==> src/rtl/btn_pkg.sv <==
// rtl/btn_pkg.sv - shared types and constants for the button debounce front end
// Contents: debounce FSM state encoding, legal range of the STABLE_CYCLES parameter.

package btn_pkg;

   // Gray-style encoding: each legal transition flips a single state bit.
   typedef enum logic [1:0] {
      S_LOW       = 2'b00,
      S_WAIT_HIGH = 2'b01,
      S_HIGH      = 2'b11,
      S_WAIT_LOW  = 2'b10
   } btn_state_t;

   localparam int STABLE_CYCLES_MIN = 2;
   localparam int STABLE_CYCLES_MAX = 65535;

endpackage

==> src/rtl/sync2.sv <==
// rtl/sync2.sv - two-flop synchroniser for a single asynchronous level
// Ports:
//   clk   in  1  sampling clock, rising edge
//   rst   in  1  synchronous active-high reset, both flops clear to 0
//   raw   in  1  asynchronous input level
//   sync  out 1  input level retimed into the clk domain, two edges late

module sync2 (
   input  logic clk,
   input  logic rst,
   input  logic raw,
   output logic sync
);

   logic meta;

   always_ff @(posedge clk) begin
      if (rst) begin
         meta <= 1'b0;
         sync <= 1'b0;
      end else begin
         meta <= raw;
         sync <= meta;
      end
   end

endmodule

==> src/rtl/btn_debounce_edge.sv <==
// rtl/btn_debounce_edge.sv - debounced level plus single-cycle edge pulses for a push-button input
// Optional feature macro: BTN_DEBOUNCE_FALL_EN adds the FALL port and its pulse register.
// Ports:
//   CLK     in  1  system clock, rising edge
//   RST     in  1  synchronous active-high reset
//   BTN_IN  in  1  raw asynchronous button/switch level
//   LEVEL   out 1  debounced level
//   RISE    out 1  one-cycle pulse on an accepted 0->1 change
//   FALL    out 1  one-cycle pulse on an accepted 1->0 change (BTN_DEBOUNCE_FALL_EN only)
//   BUSY    out 1  high while a candidate change is being qualified
// Parameter:
//   STABLE_CYCLES  consecutive synchronised samples needed to accept a change (2..65535)

module btn_debounce_edge
   import btn_pkg::*;
#(
   parameter int STABLE_CYCLES = 4
) (
   input  logic CLK,
   input  logic RST,
   input  logic BTN_IN,
   output logic LEVEL,
   output logic RISE,
`ifdef BTN_DEBOUNCE_FALL_EN
   output logic FALL,
`endif
   output logic BUSY
);

   localparam int CNT_W = $clog2(STABLE_CYCLES);
   localparam logic [CNT_W-1:0] CNT_LAST = CNT_W'(STABLE_CYCLES - 1);
   localparam logic [CNT_W-1:0] CNT_ONE  = CNT_W'(1);

   if (STABLE_CYCLES < STABLE_CYCLES_MIN || STABLE_CYCLES > STABLE_CYCLES_MAX) begin : g_bad_param
      $error("btn_debounce_edge: STABLE_CYCLES out of range");
   end

   logic             sync;
   btn_state_t       state, state_nx;
   logic [CNT_W-1:0] cnt, cnt_nx;
   logic             level_nx;
   logic             rise_nx;
`ifdef BTN_DEBOUNCE_FALL_EN
   logic             fall_nx;
`endif

   sync2 u_sync (
      .clk  (CLK),
      .rst  (RST),
      .raw  (BTN_IN),
      .sync (sync)
   );

   always_ff @(posedge CLK) begin
      if (RST) begin
         state <= S_LOW;
         cnt   <= '0;
         LEVEL <= 1'b0;
         RISE  <= 1'b0;
`ifdef BTN_DEBOUNCE_FALL_EN
         FALL  <= 1'b0;
`endif
      end else begin
         state <= state_nx;
         cnt   <= cnt_nx;
         LEVEL <= level_nx;
         RISE  <= rise_nx;
`ifdef BTN_DEBOUNCE_FALL_EN
         FALL  <= fall_nx;
`endif
      end
   end

   // The first sample of a new value already counts, so a waiting state is
   // entered with cnt=1 and acceptance happens on the STABLE_CYCLES-th sample.
   always_comb begin
      state_nx = state;
      cnt_nx   = cnt;
      level_nx = LEVEL;
      rise_nx  = 1'b0;
`ifdef BTN_DEBOUNCE_FALL_EN
      fall_nx  = 1'b0;
`endif
      case (state)
         S_LOW: begin
            if (sync) begin
               state_nx = S_WAIT_HIGH;
               cnt_nx   = CNT_ONE;
            end
         end
         S_WAIT_HIGH: begin
            if (!sync) begin
               state_nx = S_LOW;
               cnt_nx   = '0;
            end else if (cnt == CNT_LAST) begin
               state_nx = S_HIGH;
               cnt_nx   = '0;
               level_nx = 1'b1;
               rise_nx  = 1'b1;
            end else begin
               cnt_nx   = cnt + CNT_ONE;
            end
         end
         S_HIGH: begin
            if (!sync) begin
               state_nx = S_WAIT_LOW;
               cnt_nx   = CNT_ONE;
            end
         end
         S_WAIT_LOW: begin
            if (sync) begin
               state_nx = S_HIGH;
               cnt_nx   = '0;
            end else if (cnt == CNT_LAST) begin
               state_nx = S_LOW;
               cnt_nx   = '0;
               level_nx = 1'b0;
`ifdef BTN_DEBOUNCE_FALL_EN
               fall_nx  = 1'b1;
`endif
            end else begin
               cnt_nx   = cnt + CNT_ONE;
            end
         end
         default: begin
            state_nx = S_LOW;
            cnt_nx   = '0;
         end
      endcase
   end

   assign BUSY = (state == S_WAIT_HIGH) || (state == S_WAIT_LOW);

endmodule
==> config.mk <==
export PLATFORM = sky130hd
export DESIGN_NAME = btn_debounce_edge
export DESIGN_NICKNAME = d
export VERILOG_FILES = /design/src/rtl/btn_pkg.sv /design/src/rtl/sync2.sv /design/src/rtl/btn_debounce_edge.sv
export SDC_FILE = /design/constraint.sdc
export NUM_CORES = 1
export LEC_CHECK = 0
export ABC_AREA = 1
export BUFFER_PORTS_ARGS = -buffer_cell sky130_fd_sc_hd__buf_2
export CAP_MARGIN = 20
export CORE_AREA = 4 4 41 43
export DETAILED_ROUTE_END_ITERATION = 7
export DIE_AREA = 0 0 45 47
export PLACE_DENSITY = 0.6
export SYNTH_ARGS = -nofsm -noshare
export SYNTH_HDL_FRONTEND = slang
export SYNTH_SLANG_ARGS = --single-unit
==> constraint.sdc <==
create_clock -name CLK -period 3.1 [get_ports CLK]
set_input_delay 0.465 -clock CLK [delete_from_list [all_inputs] [get_ports CLK]]
set_output_delay 0.465 -clock CLK [all_outputs]
set_load 0.1 [all_outputs]
=== Word-level counts from Yosys, hierarchy flattened ===
Cells that the tools add are included.

* Register bits: 8
* Input port bits: 3

* Add/subtract/negate cells: 1
* Equal/unequal tests: 12
* Mux-type cells: 18
* Bitwise operators: 2
* Reductions and logical operators: 7

{| class="wikitable"
|+ Operator list
! operator !! number
|-
| $mux 2 || 10
|-
| $pmux 2 s4 || 2
|-
| $ne 2x2->1 const B || 4
|-
| $eq 2x2->1 const B || 3
|-
| $mux 1 || 5
|-
| $reduce_and 5->1 || 1
|-
| $ne 2x1->1 const B || 2
|-
| $reduce_and 4->1 || 1
|-
| $ne 3x2->1 const B || 1
|-
| $ne 3x3->1 const B || 1
|-
| $reduce_or 3->1 || 1
|-
| $add 2x1->2 const B || 1
|-
| $eq 2x1->1 const B || 1
|-
| $logic_not 2->1 || 1
|-
| $not 1->1 || 2
|-
| $pmux 1 s2 || 1
|-
| $reduce_and 2->1 || 1
|-
| $reduce_bool 2->1 || 1
|-
| $logic_or 1x1->1 || 1
|}

=== Longest topological paths before layout ===
* Depth after elaboration: 4
* Gate-level depth with buffers: 8
* Mapped depth without buffers: 8

=== Hierarchy ===
Synthesis repeated with hierarchy kept, for this count alone.

* Cell total of the unflattened synthesis: 75
* Area total of the unflattened synthesis: 529.3 um^2

{| class="wikitable"
|+ Modules (own cells, without submodules)
! module !! times used !! cells an instance !! area each (um^2) !! sequential area each (um^2)
|-
| btn_debounce_edge || 1 || 69 || 474.2 || 120.1
|-
| sync2 || 1 || 6 || 55.1 || 40.0
|}

=== Least setup slack after synthesis ===
OpenSTA, ideal clock, no wires.

* Kind: register -> register
* From: reg state[0]
* To: reg state[1]
* Setup time: 0.064 ns
* Arrival: 1.763 ns
* Data required time: 3.036 ns
* Slack: 1.273 ns
* Cell stages (with the launch flop): 9
* Buffers on the path: 0
* Period minus slack after synthesis: 1.827 ns
* Cells stage by stage: dfxtp_1 > inv_1 > ha_1 > nand2_1 > nand2_1 > nand2_1 > nand3_1 > nand2_1 > nor2_1

* Longest elaborated chain between the ends: 3

{| class="wikitable"
|+ Ends and longest elaborated chain
! item !! line !! RTL
|-
| start, declared || btn_debounce_edge.sv:39 || <nowiki>btn_state_t state, state_nx;</nowiki>
|-
| start signal, assigned || btn_debounce_edge.sv:64 || <nowiki>state <= state_nx;</nowiki>
|-
| $eq 2x2->1, or another cell as far along || btn_debounce_edge.sv:84 || <nowiki>case (state)</nowiki>
|-
| $ne 3x2->1 (no line), or another cell as far along || n/a ||
|-
| $reduce_and 4->1 (no line) || n/a ||
|}

Parallel ways exist; a longest one is shown, timed or not.
A chain may end at the register's enable or synchronous reset.

=== Final worst setup path ===
* From: reg state[0]
* To: out BUSY

* Longest elaborated chain between the ends: 2

{| class="wikitable"
|+ Ends and longest elaborated chain
! item !! line !! RTL
|-
| $eq 2x1->1 or $eq 2x2->1 (tied branches) || btn_debounce_edge.sv:132 || <nowiki>assign BUSY = (state == S_WAIT_HIGH) || (state == S_WAIT_LOW);</nowiki>
|-
| $logic_or 1x1->1 (*) || btn_debounce_edge.sv:132 ||
|-
| end, declared || btn_debounce_edge.sv:27 || <nowiki>output logic BUSY</nowiki>
|}

Every way passes the cells marked *; elsewhere a longest branch is shown, timed or not.

==> metrics <==
fmax=0.509 GHz; Power, Total=0.510 mW; final wirelength=743 um; GRT Util Overall=9.35%; placed wire-length estimate=619 um; Buf/Inv on CP=2; share of the synthesized area in the top cell type=34.9%; PortBufs=5; vias in the first global route=343; Distinct cells, synth=12; Tmin final=1.96 ns; critical path launch point type=flop; worst-path cell chain=inv_1 > ha_1 > buf_2; Cells after Synth=66; status=finished clean; CTS H-tree depth=1; Sw Pwr=0.259 mW; Gate power share=57.4%; Crit path max-delay family=buffers and inverters; synthesis-stage register bit count=8; power share of the sequential group=27.6%; synthesis warning total=0; CTS Buf Count=3; # diodes=0; fin nets=85; vias per cell=4.25; Clock Path Buffers=2; Ports=6; gpl congestion=0.743; Worst Path Arrival=1.50 ns; Final period util=63.4%; hold buffer count at CTS=0; Crit Path Class=flop to output pin; worst-margin pin slew=0.486 ns; Min Hold Slack=0.400 ns; Final setup viols=0; Max-cap violations=0; DR pass1 iterations=3; ANT nets after route=0; Final Hold Vio Count=0; DR DRC count=0; Rows=13; sequential fraction of the synthesis area=34.9%; worst hold path class=flop to flop; Die Height=47 um; Avg Cell Area, Syn=6.96 um2; fraction of final layout cells sized beyond drive strength 1=20.3%; Setup TNS Final=0 ns; GR Overflow Total=0; Leakage=0.279 nW; total internal power=0.251 mW; TritonCTS clock tree=built; clock share of power=15.0%; starting density of the core=35.3%; first-pass GRT wire length=1.28 mm; RSZ-0062 raised after global routing=no; die extent in x=45 um; Wirelength per Cell=8.35 um; TritonCTS Sinks=8; Syn Nets=75; synth top area cells=dfxtp_1, ha_1, nand2_1; Post-CTS Setup Bufs=0; peak supply drop=0.527 mV; CP Data Required Time=2.63 ns; Root Driver=clkbuf_4; routed vias=378; mapped cell area=459 um2; Worst path slowest cell=buf_2; Layout area overhead=14.4%; antenna violations before repair=0; die area=0.00212 mm2; CP endpoint kind=output pin; DR iter-0 viols=4; # resized after CTS=0; most area-hungry cell type in the Yosys netlist=dfxtp_1; largest net degree at the start of global routing=7; sw frac=50.8%; clock skew=0.00128 ns; dpl ws=1.40 ns; Slowest Stage Delay on Critical Path=0.44 ns; max_slew headroom=67.8%; latest clock arrival within the worst-skew pair=0.25 ns; Core Footprint=0.00130 mm2; Slew Viols, Final=0; power density cells=970 mW/mm2; Worst Slack Setup Final=1.14 ns; clk slew on worst S/H paths=0.05 ns; largest fanout on the critical path=4
path summary, 6_finish.rpt:
check | from | end | slack (ns) | cells past startpoint
max | state[0]$_SDFFE_PP0P_ | BUSY | 1.14 | 3
min | u_sync.meta$_SDFF_PP0_ | u_sync.sync$_SDFF_PP0_ | 0.40 | 2
max reg2reg | state[0]$_SDFFE_PP0P_ | state[0]$_SDFFE_PP0P_ | 1.76 | 8
min reg2reg | u_sync.meta$_SDFF_PP0_ | u_sync.sync$_SDFF_PP0_ | 0.40 | 2
layer usage:
metal	routed length (um)	GRT usage, %
met5	0	0
met4	17	10.5
met3	15	4.60
met2	370	13.3
met1	340	9.40
cells in the mapped netlist, drive strengths merged:
| cell | number |
|---|---|
| nand2 | 17 |
| inv | 13 |
| nor2 | 10 |
| dfxtp | 8 |
| ha | 6 |
| nand3 | 6 |
| a21oi | 4 |
| nor3 | 2 |
logic make-up after synthesis:
family | synth area share, %
adders and majority gates | 16.3
buffers and inverters | 10.6
DFF | 34.9
AOI/OAI and AO/OA | 5.18
and+or+nand+nor | 33.0
final cells by class:
cell class | instances | area, um2
well taps | 15 | 18.8
clock buffers | 3 | 22.5
fillers | 140 | 776
multi-input cells | 45 | 250
inverters | 13 | 48.8
repair buffers | 5 | 25.0
flip-flops and latches | 8 | 160
power groups by stage:
stage | sequential, mW | combinational [mW] | clock [mW]
global route | 0.143 | 0.327 | 0.0864
CTS | 0.140 | 0.295 | 0.0815
floorplan | 0.139 | 0.258 | 0
global placement | 0.142 | 0.298 | 0
detailed placement | 0.143 | 0.295 | 0
finish | 0.141 | 0.292 | 0.0764
state kept, by name, indices dropped and copies added, names as in the netlist:
| signal | count |
|---|---|
| u_sync.meta | 1 |
| LEVEL | 1 |
| state | 2 |
| cnt | 2 |
| u_sync.sync | 1 |
| RISE | 1 |
worst reg2reg max path: cells and delay by family, from the launching register on:
kind                       cells  cell delay, ns
buffers and inverters          2            0.15
adders and majority gates      1            0.34
DFF                            1            0.38
and+or+nand+nor                5            0.38
cell usage in the layout, fill, tap and decap left out, drive strengths merged:
| master | netlist | layout |
|---|---|---|
| nand2 | 17 | 17 |
| inv | 13 | 13 |
| nor2 | 10 | 10 |
| clkbuf | 0 | 3 |
| nand3 | 6 | 6 |
| ha | 6 | 6 |
| buf | 0 | 5 |
| dfxtp | 8 | 8 |
| nor3 | 2 | 2 |
| a21oi | 4 | 4 |
per-stage QoR:
stage | utilization, % | cells | area, um2
global route | 40.4 | 89 | 526
detailed placement | 38.7 | 86 | 503
finish | 40.4 | 89 | 526
CTS | 40.4 | 89 | 526
global placement | 38.7 | 86 | 503
floorplan | - | 66 | 459
No activity file was read; power rests on OpenSTA's default activity.
